File: config.mk
export PLATFORM = sky130hd
export DESIGN_NAME = issue_req_tracker
export DESIGN_NICKNAME = d
export VERILOG_FILES = /design/src/rtl/issue_req_tracker.sv
export SDC_FILE = /design/constraint.sdc
export NUM_CORES = 1
export LEC_CHECK = 0
export BUFFER_PORTS_ARGS = -buffer_cell sky130_fd_sc_hd__buf_2
export CORE_AREA = 2 2 168 170
export CTS_CLUSTER_DIAMETER = 100
export DETAILED_ROUTE_END_ITERATION = 12
export DIE_AREA = 0 0 170 172
export PLACE_DENSITY_LB_ADDON = 0.25
export SYNTH_ARGS = -nofsm -noshare
export SYNTH_HDL_FRONTEND = slang
export SYNTH_SLANG_ARGS = --single-unit
File: constraint.sdc
create_clock -name clock -period 7.79 [get_ports clock]
set_input_delay 1.558 -clock clock [delete_from_list [all_inputs] [get_ports clock]]
set_output_delay 1.558 -clock clock [all_outputs]
set_load 0.02 [all_outputs]
File: src/rtl/issue_req_tracker.sv
// Issue-queue requester: tracks operand readiness per entry, drives the
// selector's req vector, and turns the returned multi-hot grant into up to
// NUM_GNTS registered issue slots (highest index first).
module issue_req_tracker #(
    parameter int WIDTH    = 16,
    parameter int NUM_GNTS = 3,
    parameter int TAG_W    = 6,
    parameter int IDX_W    = $clog2(WIDTH)
) (
    input  logic                      clock,
    input  logic                      reset,
    input  logic                      alloc_en,
    input  logic [IDX_W-1:0]          alloc_idx,
    input  logic [TAG_W-1:0]          alloc_tag1,
    input  logic [TAG_W-1:0]          alloc_tag2,
    input  logic                      alloc_rdy1,
    input  logic                      alloc_rdy2,
    input  logic                      cdb_valid,
    input  logic [TAG_W-1:0]          cdb_tag,
    input  logic                      stall,
    input  logic [WIDTH-1:0]          gnt,
    output logic [WIDTH-1:0]          req,
    output logic [WIDTH-1:0]          free,
    output logic [IDX_W:0]            count,
    output logic                      alloc_err,
    output logic [NUM_GNTS-1:0]       issue_valid,
    output logic [NUM_GNTS*IDX_W-1:0] issue_idx
);

    logic [WIDTH-1:0]             valid, rdy1, rdy2;
    logic [WIDTH-1:0][TAG_W-1:0]  tag1, tag2;

    logic [WIDTH-1:0]             eg, rem, consumed;
    logic [NUM_GNTS-1:0]          slot_vld;
    logic [NUM_GNTS*IDX_W-1:0]    slot_idx;
    logic [IDX_W-1:0]             pick;
    logic                         found;
    logic [IDX_W:0]               num_cons;
    logic                         alloc_ok;

    assign req  = valid & rdy1 & rdy2;
    assign free = ~valid;
    // Grants only count on requesting entries, and nothing issues under stall.
    assign eg   = stall ? '0 : (gnt & req);

    // Peel off the highest remaining grant bit once per slot; leftovers stay requesting.
    always_comb begin
        rem      = eg;
        consumed = '0;
        slot_vld = '0;
        slot_idx = '0;
        pick     = '0;
        found    = 1'b0;
        for (int k = 0; k < NUM_GNTS; k++) begin
            found = 1'b0;
            pick  = '0;
            for (int i = 0; i < WIDTH; i++) begin
                if (rem[i]) begin
                    found = 1'b1;
                    pick  = IDX_W'(i);
                end
            end
            if (found) begin
                slot_vld[k]                 = 1'b1;
                slot_idx[k*IDX_W +: IDX_W]  = pick;
                rem[pick]                   = 1'b0;
                consumed[pick]              = 1'b1;
            end
        end
    end

    // Number of entries retiring this cycle, and whether the alloc may write.
    always_comb begin
        num_cons = '0;
        for (int i = 0; i < WIDTH; i++)
            num_cons = num_cons + (IDX_W+1)'(consumed[i]);
        // A slot freed by this cycle's grant may be refilled in the same edge.
        alloc_ok = alloc_en & (~valid[alloc_idx] | consumed[alloc_idx]);
    end

    // Entry state: retire, CDB wakeup, then allocation (alloc wins on its own entry).
    always_ff @(posedge clock) begin
        if (!reset) begin
            valid <= '0;
            rdy1  <= '0;
            rdy2  <= '0;
            tag1  <= '0;
            tag2  <= '0;
        end else begin
            for (int i = 0; i < WIDTH; i++) begin
                if (consumed[i])
                    valid[i] <= 1'b0;
                if (cdb_valid && valid[i] && tag1[i] == cdb_tag)
                    rdy1[i] <= 1'b1;
                if (cdb_valid && valid[i] && tag2[i] == cdb_tag)
                    rdy2[i] <= 1'b1;
                if (alloc_ok && alloc_idx == IDX_W'(i)) begin
                    valid[i] <= 1'b1;
                    tag1[i]  <= alloc_tag1;
                    tag2[i]  <= alloc_tag2;
                    // Catch a wakeup broadcast in the same cycle as dispatch.
                    rdy1[i]  <= alloc_rdy1 | (cdb_valid && cdb_tag == alloc_tag1);
                    rdy2[i]  <= alloc_rdy2 | (cdb_valid && cdb_tag == alloc_tag2);
                end
            end
        end
    end

    // Registered occupancy, alloc error pulse and issue slots.
    always_ff @(posedge clock) begin
        if (!reset) begin
            count       <= '0;
            alloc_err   <= 1'b0;
            issue_valid <= '0;
            issue_idx   <= '0;
        end else begin
            count       <= count - num_cons + (IDX_W+1)'(alloc_ok);
            alloc_err   <= alloc_en & ~alloc_ok;
            issue_valid <= slot_vld;
            issue_idx   <= slot_idx;
        end
    end

endmodule
---- Word-level counts from Yosys, hierarchy flattened ----
Index checks and enable logic that the tools add are counted.
storage, ports and cells
  register bits after elaboration ......... 261
  input port bits ......................... 45
  output and inout port bits .............. 53
operators by class
  add/sub/neg operators ................... 17
  $lt $le $gt $ge ......................... 7
  equal/unequal tests ..................... 49
  mux-type cells .......................... 208
  bitwise operators ....................... 17
  reduce and logical (&&, ||, !) cells .... 121
operators by type and width
  operator                                                    number
  equality test 6 bit                                         34
  two-way mux 4 bit                                           42
  two-way mux 1 bit                                           155
  two-way mux 16 bit                                          6
  nonzero test 2 bit                                          48
  bitwise AND 16 bit                                          5
  logical AND 1 bit                                           69
  adder 5 x 1 -> 5 bit                                        12
  inverter 16 bit                                             3
  equality test 4 bit, second input constant                  8
  bitwise OR 16 bit                                           2
  less-than comparator 4 x 5 -> 1 bit, second input constant  4
  equality test 4 x 3 -> 1 bit, second input constant         4
  demux 1 bit (select 4 bit)                                  3
  >= comparator 4 x 1 -> 1 bit, second input constant         3
  binary-select mux 1 bit (select 4 bit)                      2
  equality test 4 x 2 -> 1 bit, second input constant         2
  AND reduction 2 bit                                         3
  adder 4 x 1 -> 5 bit                                        1
  subtractor 5 bit                                            1
  adder 3 x 1 -> 4 bit                                        1
  equality test 4 x 1 -> 1 bit, second input constant         1
  zero test 4 bit                                             1
  adder 2 x 1 -> 3 bit                                        1
  4 further kinds                                             8

---- Longest topological paths before layout ----
  depth in word-level cells ............... 86
  gate-level depth with buffers ........... 32
  gate-level depth less buffers ........... 29

---- Least setup slack after synthesis ----
Ideal clock, no wire load.
  path kind ............................... input-to-reg
  start point ............................. input stall
  end point ............................... register count[4]
  data arrival time ....................... 8.217 ns
  required time ........................... 7.675 ns
  setup slack ............................. -0.542 ns
  cell stages on the path ................. 32
  path buffers ............................ 4
  cells stage by stage .................... inv_2 -> buf_6 -> and3_1 -> a211oi_1 -> o311a_1 -> buf_2 -> o31ai_2 -> a21oi_1 -> o311a_1 -> nor2_1 -> nand2_1 -> nor3_1 -> a211oi_1 -> nor4b_1 -> nor4_2 -> buf_6 -> buf_12 -> nand2_1 -> nand2_1 -> fa_1 -> fa_1 -> inv_1 -> fa_1 -> inv_1 -> fa_1 -> inv_1 -> ha_1 -> ha_1 -> fa_1 -> xnor2_1 -> xnor2_1 -> and2_1
on the way
  word-level cells in the longest chain between the ends .. 83
RTL lines
  what                                                                                                       RTL line  RTL
  start, declared                                                                                            20        input logic stall,
  two-way mux 16 bit (*)                                                                                     44        assign eg = stall ? '0 : (gnt & req);
  two-way mux 1 bit                                                                                          58        if (rem[i]) begin
  two-way mux 4 bit (14 in series)                                                                           58
  less-than comparator 4 x 5 -> 1 bit (not written as such) or >= comparator 4 x 1 -> 1 bit (tied branches)  66, 67
  logical AND 1 bit (not written as such)                                                                    66, 67
  two-way mux 1 bit (not written as such)                                                                    66, 67
  demux 1 bit (select 4 bit)                                                                                 66, 67
  inverter 16 bit (no line)                                                                                  n/a
  (+44 left out)                                                                                             n/a
  two-way mux 16 bit (*)                                                                                     63        if (found) begin
  adder 1 x 1 -> 2 bit                                                                                       76        num_cons = num_cons + (IDX_W+1)'(consumed[i]);
  adder 2 x 1 -> 3 bit                                                                                       76
  adder 3 x 1 -> 4 bit                                                                                       76
  adder 4 x 1 -> 5 bit                                                                                       76
  adder 5 x 1 -> 5 bit (11 in series)                                                                        76
  subtractor 5 bit                                                                                           117       count <= count - num_cons + (IDX_W+1)'(alloc_ok);
  adder 5 x 1 -> 5 bit (*)                                                                                   117
  end signal, assigned                                                                                       117
  end, declared                                                                                              24        output logic [IDX_W:0] count,
Mark *: on every way between the ends. The rest lies on a longest branch, timed or not. The select of a mux whose other input is x is not followed.
A chain may end at the register's enable or synchronous reset.

---- Final worst setup path ----
Same ends and word-level chain as after synthesis.

==> impl_metrics.json <==
{
  "ys_async_sr_fraction_pct": 0,
  "hold_path.class": "reg2reg",
  "cp_max_fo": 20,
  "ys_seq_area_share_pct": 35.3,
  "cts_made_buffers": 28,
  "slowest_stage": "fa_2",
  "worst_ep_required_time_ps": 8230,
  "layout_setup_ws_ps": -54.4,
  "place_congestion": 0.977,
  "clock_insertion_delay_worst_skew_ps": 580,
  "syn-cell-area_sq_um": 14800,
  "synth_edf_count": 0,
  "power.total_mw": 3.25,
  "slew_viol_final": 0,
  "clock-sinks": 261,
  "grt_overflow": 0,
  "leakagePower_nw": 7.13,
  "grt_pass1_wl_mm": 73.6,
  "cts_tree": "done",
  "hold_end": "tag2[42]",
  "avgViaCountPerCell": 5.88,
  "grt_pass1_vias": 12714,
  "cts.clk_slew.worst_paths_ps": 60,
  "clock.fmax_mhz": 127,
  "antenna_left": 0,
  "r2r-end": "count[4]",
  "coreArea_sq_um": 27500,
  "post-place-ws_ps": -715,
  "io_pins": 98,
  "hold_start": "tag2[42]",
  "end_kind": "flop",
  "clock_path_buffers": 3,
  "antenna_found_initial": 1,
  "drc": 0,
  "hpwl_mm": 32.5,
  "synth_flop_cell": "dfxtp_1",
  "peakVddDrop_uv": 207,
  "violations": "setup timing",
  "period_share_pct": 101,
  "critical_path.startpoint_type": "primary input",
  "cts_hold_buf": 0,
  "fin_nets": 1900,
  "finalSetupViolCount": 1,
  "r2r_cells": 32,
  "syn_nets": 1668,
  "hold_depth": 2,
  "finalWirelength_mm": 48.2,
  "max-slew-margin-rel_pct": 18.3,
  "first_iter_violations": 978,
  "synthDistinctLibCells": 83,
  "yosysWarnings": 0,
  "status": "complete, but fails checks",
  "crit_type": "in2reg",
  "initial_core_util_pct": 53.9,
  "powerDensity_nw_per_um2": 179,
  "area_growth_pct": 22.8,
  "max_stage_delay_ps": 420,
  "cpMostUsedCell": "fa_2",
  "die_h_microns": 172,
  "drv_cap": 0,
  "post_synth.cell_area_avg_sq_um": 9.28,
  "worstMarginPinSlew_ps": 1220,
  "r2r-start": "valid[4]",
  "die_width_microns": 170,
  "num_rows": 61,
  "vias": 12907,
  "cp.arrival_ps": 8280,
  "grt_max_degree": 119,
  "cts_root_buf": "clkbuf_16",
  "cts_max_level": 1,
  "hold_viol": 0,
  "num-fill-cells": 2257,
  "min_period_ps": 7840,
  "detail_route.wl_per_cell_microns": 21.9,
  "final_common_cell": "dfxtp_1",
  "dieArea_sq_um": 29200,
  "layout-drive-gt1-share_pct": 25.6,
  "synth_seq_cells": 261,
  "rrSetupSlack_ps": 330,
  "fin_worst_skew_ps": 45.3,
  "synthCells": 1594,
  "placed_cells": 2127,
  "drtPass1Iterations": 5,
  "rsz0062_at_grt": "yes",
  "io_buffers": 97,
  "final_cell_count_no_fill": 2196,
  "layout_common_cells": "261 x dfxtp_1, 237 x nand2_1, 227 x mux2i_1, 205 x buf_4, 108 x xnor2_1",
  "grt.total_usage_pct": 32.8
}
-- registers in the layout, indices dropped and copies added (netlist names), 3 cells and up --
name / cells
rdy2: 16
tag2: 96
issue_valid: 3
count: 5
issue_idx: 12
tag1: 96
rdy1: 16
valid: 16
-- kinds of logic after synthesis --
| logic type | after synthesis | share of synthesized area (%) |
|---|---|---|
| and+or+nand+nor | 509 | 17.1 |
| AOI/OAI and AO/OA | 194 | 10.7 |
| muxes | 230 | 15.8 |
| adders and majority gates | 31 | 3.31 |
| buffers and inverters | 158 | 5.33 |
| xor gates and xnor gates | 211 | 12.5 |
| DFF | 261 | 35.3 |
-- metal layers --
metal	track usage (%)	part of all wire, %
met2	53.3	45
met3	4.76	7.1
met1	45.2	45
met4	10.2	3.7
met5	0	0
-- through the flow --
step / hold WS (ps) / cell area (sq um) / utilization (%) / setup TNS, ps
global placement: 454 / 16800 / 61.2 / -1190
detailed placement: 460 / 16800 / 61.2 / -1430
finish: 467 / 18200 / 66.1 / -54.4
global route: 480 / 18200 / 66.1 / -345
CTS: 470 / 17800 / 64.7 / 0
floorplan: 446 / 15000 / - / -182
-- where the power goes --
| group | internal [mW] | switching [mW] |
|---|---|---|
| sequential | 1.36 | 0.0252 |
| clock | 0.773 | 0.576 |
| combinational | 0.220 | 0.294 |
-- worst max-delay path by stage --
stage	start	to	depth (start not counted)	slack [ps]
final	stall	count[4]	34	-50
after global placement	stall	count[4]	27	-630
after floorplan	stall	count[4]	32	-180
after CTS	stall	count[4]	31	30
after global routing	stall	count[4]	34	-270
after detailed placement	stall	count[4]	28	-710
-- cell usage after synthesis (all sizes together) (37+ instances only) --
cell    count  share of area [%]
a21oi      37                2.5
clkbuf     74                1.9
dfxtp     261                 35
inv        54                1.4
mux2i     227                 15
nand2     242                6.2
nand3      41                1.6
nand4      44                1.9
nor2       49                1.2
nor4       42                2.2
o21ai      50                1.7
xnor2     109                6.5
xor2      102                6.0
-- area by class of cell --
class	count	area [sq um]	share of cell area, %
multi-input cells	1175	9250	50.9
repair buffers	305	2090	11.5
inverters	55	225	1.24
clock buffers	37	774	4.26
well taps	346	433	2.38
flip-flops and latches	261	5230	28.8
diodes	2	5.00	0.0276
clock inverters	15	170	0.937
-- critical path, delay by kind of cell --
family	cells	cell delay, ps
adder cells (fa/ha/maj)	7	2390
AO/OA/AOI/OAI	6	1410
XOR/XNOR	2	270
buffers and inverters	10	1020
AND/OR/NAND/NOR	9	1630
-- what timing repair did --
action	4_1_cts	5_1_grt
gates resized for setup	5	52
buffers inserted	0	15
pin swaps	1	24
endpoints found under the setup margin	1	2
No activity file was read; power rests on OpenSTA's default activity.
